`src/rtl/fpu_mul_arbiter_pkg.sv`:
```
// Shared constants for the FP multiplier arbiter: FSM encoding, IEEE-754 single
// field positions and the requester-ID width helper.
package fpu_mul_pkg;

    localparam logic [1:0] IDLE = 2'd0;
    localparam logic [1:0] WAIT = 2'd1;
    localparam logic [1:0] RESP = 2'd2;

    localparam int SIGN_BIT = 31;
    localparam int EXP_MSB  = 30;
    localparam int EXP_LSB  = 23;

    // A single requester still needs a 1-bit ID field.
    function automatic int id_width(input int n);
        return (n > 1) ? $clog2(n) : 1;
    endfunction

    localparam int NUM_REQ_DEF = 4;
    localparam int ID_W        = id_width(NUM_REQ_DEF);

endpackage

```
`src/rtl/fpu_mul_arbiter_if.sv`:
```
// Request, multiplier and response bundle between the FPU issue logic, the
// arbiter (slave side) and the shared multiplier.
interface fpu_mul_arbiter_if
    import fpu_mul_pkg::*;
#(
    parameter int XLEN    = 32,
    parameter int NUM_REQ = 4
);
    localparam int TAG_W = id_width(NUM_REQ);

    logic [NUM_REQ-1:0]      req_valid;
    logic [NUM_REQ-1:0]      req_ready;
    logic [NUM_REQ*XLEN-1:0] req_a;
    logic [NUM_REQ*XLEN-1:0] req_b;
    logic [XLEN-1:0]         mul_a;
    logic [XLEN-1:0]         mul_b;
    logic [XLEN-1:0]         mul_result;
    logic                    rsp_valid;
    logic                    rsp_ready;
    logic [TAG_W-1:0]        rsp_id;
    logic [XLEN-1:0]         rsp_result;
    logic                    busy;

    modport slave (
        input  req_valid, req_a, req_b, mul_result, rsp_ready,
        output req_ready, mul_a, mul_b, rsp_valid, rsp_id, rsp_result, busy
    );

    modport master (
        output req_valid, req_a, req_b, mul_result, rsp_ready,
        input  req_ready, mul_a, mul_b, rsp_valid, rsp_id, rsp_result, busy
    );

endinterface

```
`src/rtl/fpu_mul_arbiter_rr_arbiter.sv`:
```
// Combinational round-robin picker: first asserted request at or after rr_ptr,
// wrapping modulo NUM_REQ.
module rr_arbiter
    import fpu_mul_pkg::*;
#(
    parameter int NUM_REQ = 4,
    localparam int IDW    = id_width(NUM_REQ)
) (
    input  logic [NUM_REQ-1:0] req,
    input  logic [IDW-1:0]     rr_ptr,
    output logic [NUM_REQ-1:0] grant,
    output logic [IDW-1:0]     grant_idx,
    output logic               any_req
);

    int             pos;
    logic [IDW-1:0] idx;

    always_comb begin
        // NOTE: every output gets a default first so no path through the loop infers a latch.
        grant     = '0;
        grant_idx = '0;
        any_req   = 1'b0;
        pos       = 0;
        idx       = '0;
        // Walk from the farthest offset down so the nearest hit to rr_ptr wins.
        for (int k = NUM_REQ - 1; k >= 0; k--) begin
            pos = int'(rr_ptr) + k;
            idx = IDW'((pos >= NUM_REQ) ? pos - NUM_REQ : pos);
            if (req[idx]) begin
                grant      = '0;
                grant[idx] = 1'b1;
                grant_idx  = idx;
                any_req    = 1'b1;
            end
        end
    end

endmodule

```
`src/rtl/fpu_mul_arbiter.sv`:
```
// Shares one combinational single-precision multiplier between NUM_REQ requesters.
// Optional FPMUL_ARB_ZERO_BYPASS_EN: zero-exponent operands skip the multicycle wait.
module fpu_mul_arbiter
    import fpu_mul_pkg::*;
#(
    parameter int XLEN       = 32,
    parameter int NUM_REQ    = 4,
    parameter int MUL_CYCLES = 3
) (
    input logic               clk,
    input logic               rst_n,
    fpu_mul_arbiter_if.slave  bus
);

    localparam int IDW   = id_width(NUM_REQ);
    localparam int CNT_W = (MUL_CYCLES > 1) ? $clog2(MUL_CYCLES) : 1;

    logic [1:0]         state;
    logic [IDW-1:0]     rr_ptr;
    logic [CNT_W-1:0]   cnt;
    logic [NUM_REQ-1:0] grant;
    logic [IDW-1:0]     grant_idx;
    logic               any_req;
    logic [IDW-1:0]     ptr_next;
    logic [XLEN-1:0]    sel_a;
    logic [XLEN-1:0]    sel_b;

    rr_arbiter #(.NUM_REQ(NUM_REQ)) u_rr (
        .req       (bus.req_valid),
        .rr_ptr    (rr_ptr),
        .grant     (grant),
        .grant_idx (grant_idx),
        .any_req   (any_req)
    );

    assign bus.req_ready = (state == IDLE) ? grant : '0;
    assign bus.busy      = (state != IDLE);

    assign sel_a    = bus.req_a[int'(grant_idx)*XLEN +: XLEN];
    assign sel_b    = bus.req_b[int'(grant_idx)*XLEN +: XLEN];
    assign ptr_next = (int'(grant_idx) == NUM_REQ - 1) ? '0 : grant_idx + 1'b1;

`ifdef FPMUL_ARB_ZERO_BYPASS_EN
    logic zero_op;
    assign zero_op = (sel_a[EXP_MSB:EXP_LSB] == '0) || (sel_b[EXP_MSB:EXP_LSB] == '0);
`endif

    // NOTE: state registers use non-blocking assignments so every flop samples pre-edge values.
    always_ff @(posedge clk or negedge rst_n) begin
        if (!rst_n) begin
            state          <= IDLE;
            rr_ptr         <= '0;
            cnt            <= '0;
            bus.mul_a      <= '0;
            bus.mul_b      <= '0;
            bus.rsp_valid  <= 1'b0;
            bus.rsp_id     <= '0;
            bus.rsp_result <= '0;
        end else begin
            case (state)
                IDLE: begin
                    if (any_req) begin
                        bus.mul_a  <= sel_a;
                        bus.mul_b  <= sel_b;
                        bus.rsp_id <= grant_idx;
                        rr_ptr     <= ptr_next;
`ifdef FPMUL_ARB_ZERO_BYPASS_EN
                        if (zero_op) begin
                            bus.rsp_result <= {sel_a[SIGN_BIT] ^ sel_b[SIGN_BIT], {(XLEN-1){1'b0}}};
                            bus.rsp_valid  <= 1'b1;
                            state          <= RESP;
                        end else begin
                            cnt   <= CNT_W'(MUL_CYCLES - 1);
                            state <= WAIT;
                        end
`else
                        cnt   <= CNT_W'(MUL_CYCLES - 1);
                        state <= WAIT;
`endif
                    end
                end
                // mul_a/mul_b have been stable for MUL_CYCLES edges when cnt reaches zero.
                WAIT: begin
                    if (cnt == '0) begin
                        bus.rsp_result <= bus.mul_result;
                        bus.rsp_valid  <= 1'b1;
                        state          <= RESP;
                    end else begin
                        cnt <= cnt - 1'b1;
                    end
                end
                RESP: begin
                    if (bus.rsp_ready) begin
                        bus.rsp_valid <= 1'b0;
                        state         <= IDLE;
                    end
                end
                default: state <= IDLE;
            endcase
        end
    end

endmodule

```
`src/flat_wrapper.sv`:
```
// flat-port wrapper written by rule: the top's interface ports become plain ports
module fpu_mul_arbiter_flat import fpu_mul_pkg::*;
#(
    parameter int XLEN       = 32,
    parameter int NUM_REQ    = 4,
    parameter int MUL_CYCLES = 3
)
  (clk, rst_n, bus_req_valid, bus_req_a, bus_req_b, bus_mul_result, bus_rsp_ready, bus_req_ready, bus_mul_a, bus_mul_b, bus_rsp_valid, bus_rsp_id, bus_rsp_result, bus_busy);
  fpu_mul_arbiter_if #(.XLEN(XLEN), .NUM_REQ(NUM_REQ)) bus_i ();
  input logic clk;
  input logic rst_n;
  input wire logic [$bits(bus_i.req_valid)-1:0] bus_req_valid;
  input wire logic [$bits(bus_i.req_a)-1:0] bus_req_a;
  input wire logic [$bits(bus_i.req_b)-1:0] bus_req_b;
  input wire logic [$bits(bus_i.mul_result)-1:0] bus_mul_result;
  input wire logic [$bits(bus_i.rsp_ready)-1:0] bus_rsp_ready;
  output wire logic [$bits(bus_i.req_ready)-1:0] bus_req_ready;
  output wire logic [$bits(bus_i.mul_a)-1:0] bus_mul_a;
  output wire logic [$bits(bus_i.mul_b)-1:0] bus_mul_b;
  output wire logic [$bits(bus_i.rsp_valid)-1:0] bus_rsp_valid;
  output wire logic [$bits(bus_i.rsp_id)-1:0] bus_rsp_id;
  output wire logic [$bits(bus_i.rsp_result)-1:0] bus_rsp_result;
  output wire logic [$bits(bus_i.busy)-1:0] bus_busy;
  assign bus_i.req_valid = bus_req_valid;
  assign bus_i.req_a = bus_req_a;
  assign bus_i.req_b = bus_req_b;
  assign bus_i.mul_result = bus_mul_result;
  assign bus_i.rsp_ready = bus_rsp_ready;
  assign bus_req_ready = bus_i.req_ready;
  assign bus_mul_a = bus_i.mul_a;
  assign bus_mul_b = bus_i.mul_b;
  assign bus_rsp_valid = bus_i.rsp_valid;
  assign bus_rsp_id = bus_i.rsp_id;
  assign bus_rsp_result = bus_i.rsp_result;
  assign bus_busy = bus_i.busy;
  fpu_mul_arbiter #(.XLEN(XLEN), .NUM_REQ(NUM_REQ), .MUL_CYCLES(MUL_CYCLES)) u_core (.clk(clk), .rst_n(rst_n), .bus(bus_i));
endmodule
```
`config.mk`:
```
export PLATFORM = sky130hd
export DESIGN_NAME = fpu_mul_arbiter_flat
export DESIGN_NICKNAME = d
export VERILOG_FILES = /design/src/rtl/fpu_mul_arbiter_pkg.sv /design/src/rtl/fpu_mul_arbiter_if.sv /design/src/rtl/fpu_mul_arbiter_rr_arbiter.sv /design/src/rtl/fpu_mul_arbiter.sv /design/src/flat_wrapper.sv
export SDC_FILE = /design/constraint.sdc
export NUM_CORES = 1
export LEC_CHECK = 0
export CORE_AREA = 5 5 154 156
export DETAILED_ROUTE_END_ITERATION = 7
export DIE_AREA = 0 0 159 161
export GPL_ROUTABILITY_DRIVEN = 1
export SETUP_SLACK_MARGIN = 0.15
export SYNTH_ARGS = -nofsm -noshare
export SYNTH_HDL_FRONTEND = slang
export SYNTH_HIERARCHICAL = 1
export SYNTH_SLANG_ARGS = --single-unit
```
`constraint.sdc`:
```
create_clock -name clk -period 5.12 [get_ports clk]
set_input_delay 0.768 -clock clk [delete_from_list [all_inputs] [get_ports clk]]
set_output_delay 0.768 -clock clk [all_outputs]
set_load 0.1 [all_outputs]
```
==> impl_metrics.csv <==
group,metric,value,unit
run_status,status,"finished, final reports clean",
die,die_h,161,µm
clock_network,cts_sinks,105,
global_route,grt_first_pass_wirelength,36.8,mm
finish,n_antenna_cell,0,
clock_network,root_buffer,"clkbuf_16",
drt,dr.pass1.iters,4,
drt,drt-initial-drc-count,289,
finish,fin_nets,1220,
timing,period_share,0.802,
critical_path,arrival,3.34,ns
global_route,grt-ovfl-total,0,
clock_network,clock_latency,0.35,ns
drt,vias,5790,
clock_network,post_cts_buffers,0,
critical_path,r2r_slack,1.23,ns
critical_path,worstPathRequired,4.35,ns
clock_network,cts_tree,"done",
synth,netlist_area,6070,µm²
drt,postRouteAntennaNets,0,
critical_path,crit_slowest_cell,"dfrtp_1",
critical_path,worstPathCellList,"inv_1, ha_1, mux2_2, mux2i_4, o211ai_1, a41oi_1, and2_1, buf_4",
clock_network,clock_path_buffers,2,
finish,layout_commonest_cell,"clkdlybuf4s50_1",
synth,synth_fp_nets,842,
synth,synth_edf_count,0,
finish,area_growth,74.5,%
die,coreArea,22200,µm²
global_route,antenna_found_initial,0,
flow_run,cap_violations,0,
die,dieWidth,159,µm
place,io_buffers,398,
timing,maxSlewHeadroom,0.300,
finish,fillCellCount,2105,
synth,ys.flop_type,"dfrtp_1",
timing,hold_viol,0,
timing,tightestPinTransition,1.05,ns
die,rows,55,
clock_network,htreeDepth,3,
synth,yosys_warnings,6,
place,gp_congestion,0.813,
synth,synth_seq_area_share,0.433,
global_route,grt_pass1_vias,6200,
drt,wl_per_cell,20.4,µm
clock_network,clkTransAtPathRegs,0.08,ns
timing,fin_skew,0.0151,ns
synth,syn_inst,536,
finish,drive_above_1_share,0.0871,
drt,post-route-drc-count,0,
synth,ys_seq_elements,105,
timing,timing.setup.tns,0,ns
clock_network,ctsResizeCount,0,
global_route,grt_max_degree,67,
synth,synth.distinct_cells,40,
place,dpl.hpwl,19.2,mm
timing,final-setup-viol-count,0,
drt,wirelength,24.6,mm
global_route,gr-usage-all-layers,0.181,
timing,rsz0062_at_grt,"false",
timing,max_freq,0.243,GHz
synth,syn_area_per_cell,11.3,µm²
synth,async_flop_share,1.00,
die,fp.dieArea,25600,µm²
die,initial_core_util,0.273,
critical_path,endpoint_kind,"primary output",
timing,finalCriticalPeriod,4.11,ns
drt,drt-vias-per-instance,4.81,
critical_path,cpPeakStageDelay,0.73,ns
finish,mostFrequentLayoutCells,"clkdlybuf4s50_1 (393), mux2i_1 (130), dfrtp_1 (105)",
critical_path,path_class,"register to primary output",
timing,slew_viol_final,0,
worst_hold_path,hold_class,"register to register",
die,pin_count,399,
clock_network,cts_hold_buf,0,
critical_path,startpoint_type,"register",
critical_path,cp_max_fo,18,
clock_network,cts-buffers-inserted,9,
==> registers in the layout, indices dropped and copies added, names as in the netlist <==
| name | flops |
|---|---|
| u_core/bus.rsp_valid | 1 |
| u_core/cnt | 2 |
| u_core/bus.mul_b | 32 |
| u_core/bus.rsp_result | 32 |
| u_core/state | 2 |
| u_core/rr_ptr | 2 |
| u_core/bus.rsp_id | 2 |
| u_core/bus.mul_a | 32 |
==> routing by layer <==
| layer | wire length, µm | GRT usage |
|---|---|---|
| met2 | 12700 | 0.323 |
| met5 | 0 | 0 |
| met3 | 1780 | 0.0485 |
| met4 | 321 | 0.0434 |
| met1 | 9770 | 0.218 |
==> Yosys cell counts, types with 8 or more instances <==
cell type,number,area share
mux2i_1,130,0.21
buf_6,8,0.015
ha_1,11,0.023
dfrtp_1,105,0.43
nor2_1,9,0.0056
o221ai_1,64,0.092
clkbuf_1,11,0.0068
a21oi_1,8,0.0066
mux2_2,36,0.067
nand2_1,71,0.044
buf_2,21,0.017
==> worst max-delay path: cells and delay by family (launching register included) <==
family                     cells  cell delay [ns]
DFF                            1             0.73
adders and majority gates      1             0.56
buffers and inverters          2             0.59
and+or+nand+nor                1             0.16
AOI/OAI and AO/OA              2             0.32
muxes                          2             0.63
==> path summary, 6_finish.rpt <==
kind	start	to	cells after the start
max	u_core/rr_ptr[0]$_DFFE_PN0P_	bus_req_ready[0]	8
min	u_core/bus.rsp_id[0]$_DFFE_PN0P_	u_core/bus.rsp_id[0]$_DFFE_PN0P_	2
max reg2reg	u_core/rr_ptr[0]$_DFFE_PN0P_	u_core/bus.mul_a[1]$_DFFE_PN0P_	8
min reg2reg	u_core/bus.rsp_id[0]$_DFFE_PN0P_	u_core/bus.rsp_id[0]$_DFFE_PN0P_	2
max in group asynchronous	rst_n	u_core/bus.rsp_result[10]$_DFFE_PN0P_	2
min in group asynchronous	rst_n	u_core/bus.rsp_result[13]$_DFFE_PN0P_	1
==> per-stage QoR <==
step	util	instance area, µm²	setup WS, ns	hold WS (ns)	cells
after floorplan	-	6070	1.68	0.472	536
after global placement	0.462	10300	1.33	0.462	1188
after detailed placement	0.462	10300	1.20	0.472	1188
after CTS	0.477	10600	1.00	0.491	1204
after global routing	0.477	10600	0.741	0.506	1204
final	0.477	10600	1.01	0.484	1204
==> area by class of cell <==
type                    instances  area, µm²  area share
clock buffers                  10        239      0.0226
clock inverters                 6       85.1     0.00803
inverters                       7       26.3     0.00248
multi-input cells             380       3170       0.299
flip-flops and latches        105       2630       0.248
well taps                     285        357      0.0337
repair buffers                411       4090       0.386
==> cell families (layout without fill, tap and decap cells) <==
| group | count (synthesis) | after routing | synth area share |
|---|---|---|---|
| AOI/OAI and AO/OA | 99 | 99 | 0.132 |
| adders and majority gates | 11 | 11 | 0.0227 |
| buffers and inverters | 51 | 434 | 0.0482 |
| DFF | 105 | 105 | 0.433 |
| muxes | 170 | 170 | 0.292 |
| and+or+nand+nor | 100 | 100 | 0.0721 |
Power is left out: the tool's default activity adds up to more than one toggle a clock period on the data nets, which glitch-free logic cannot reach.
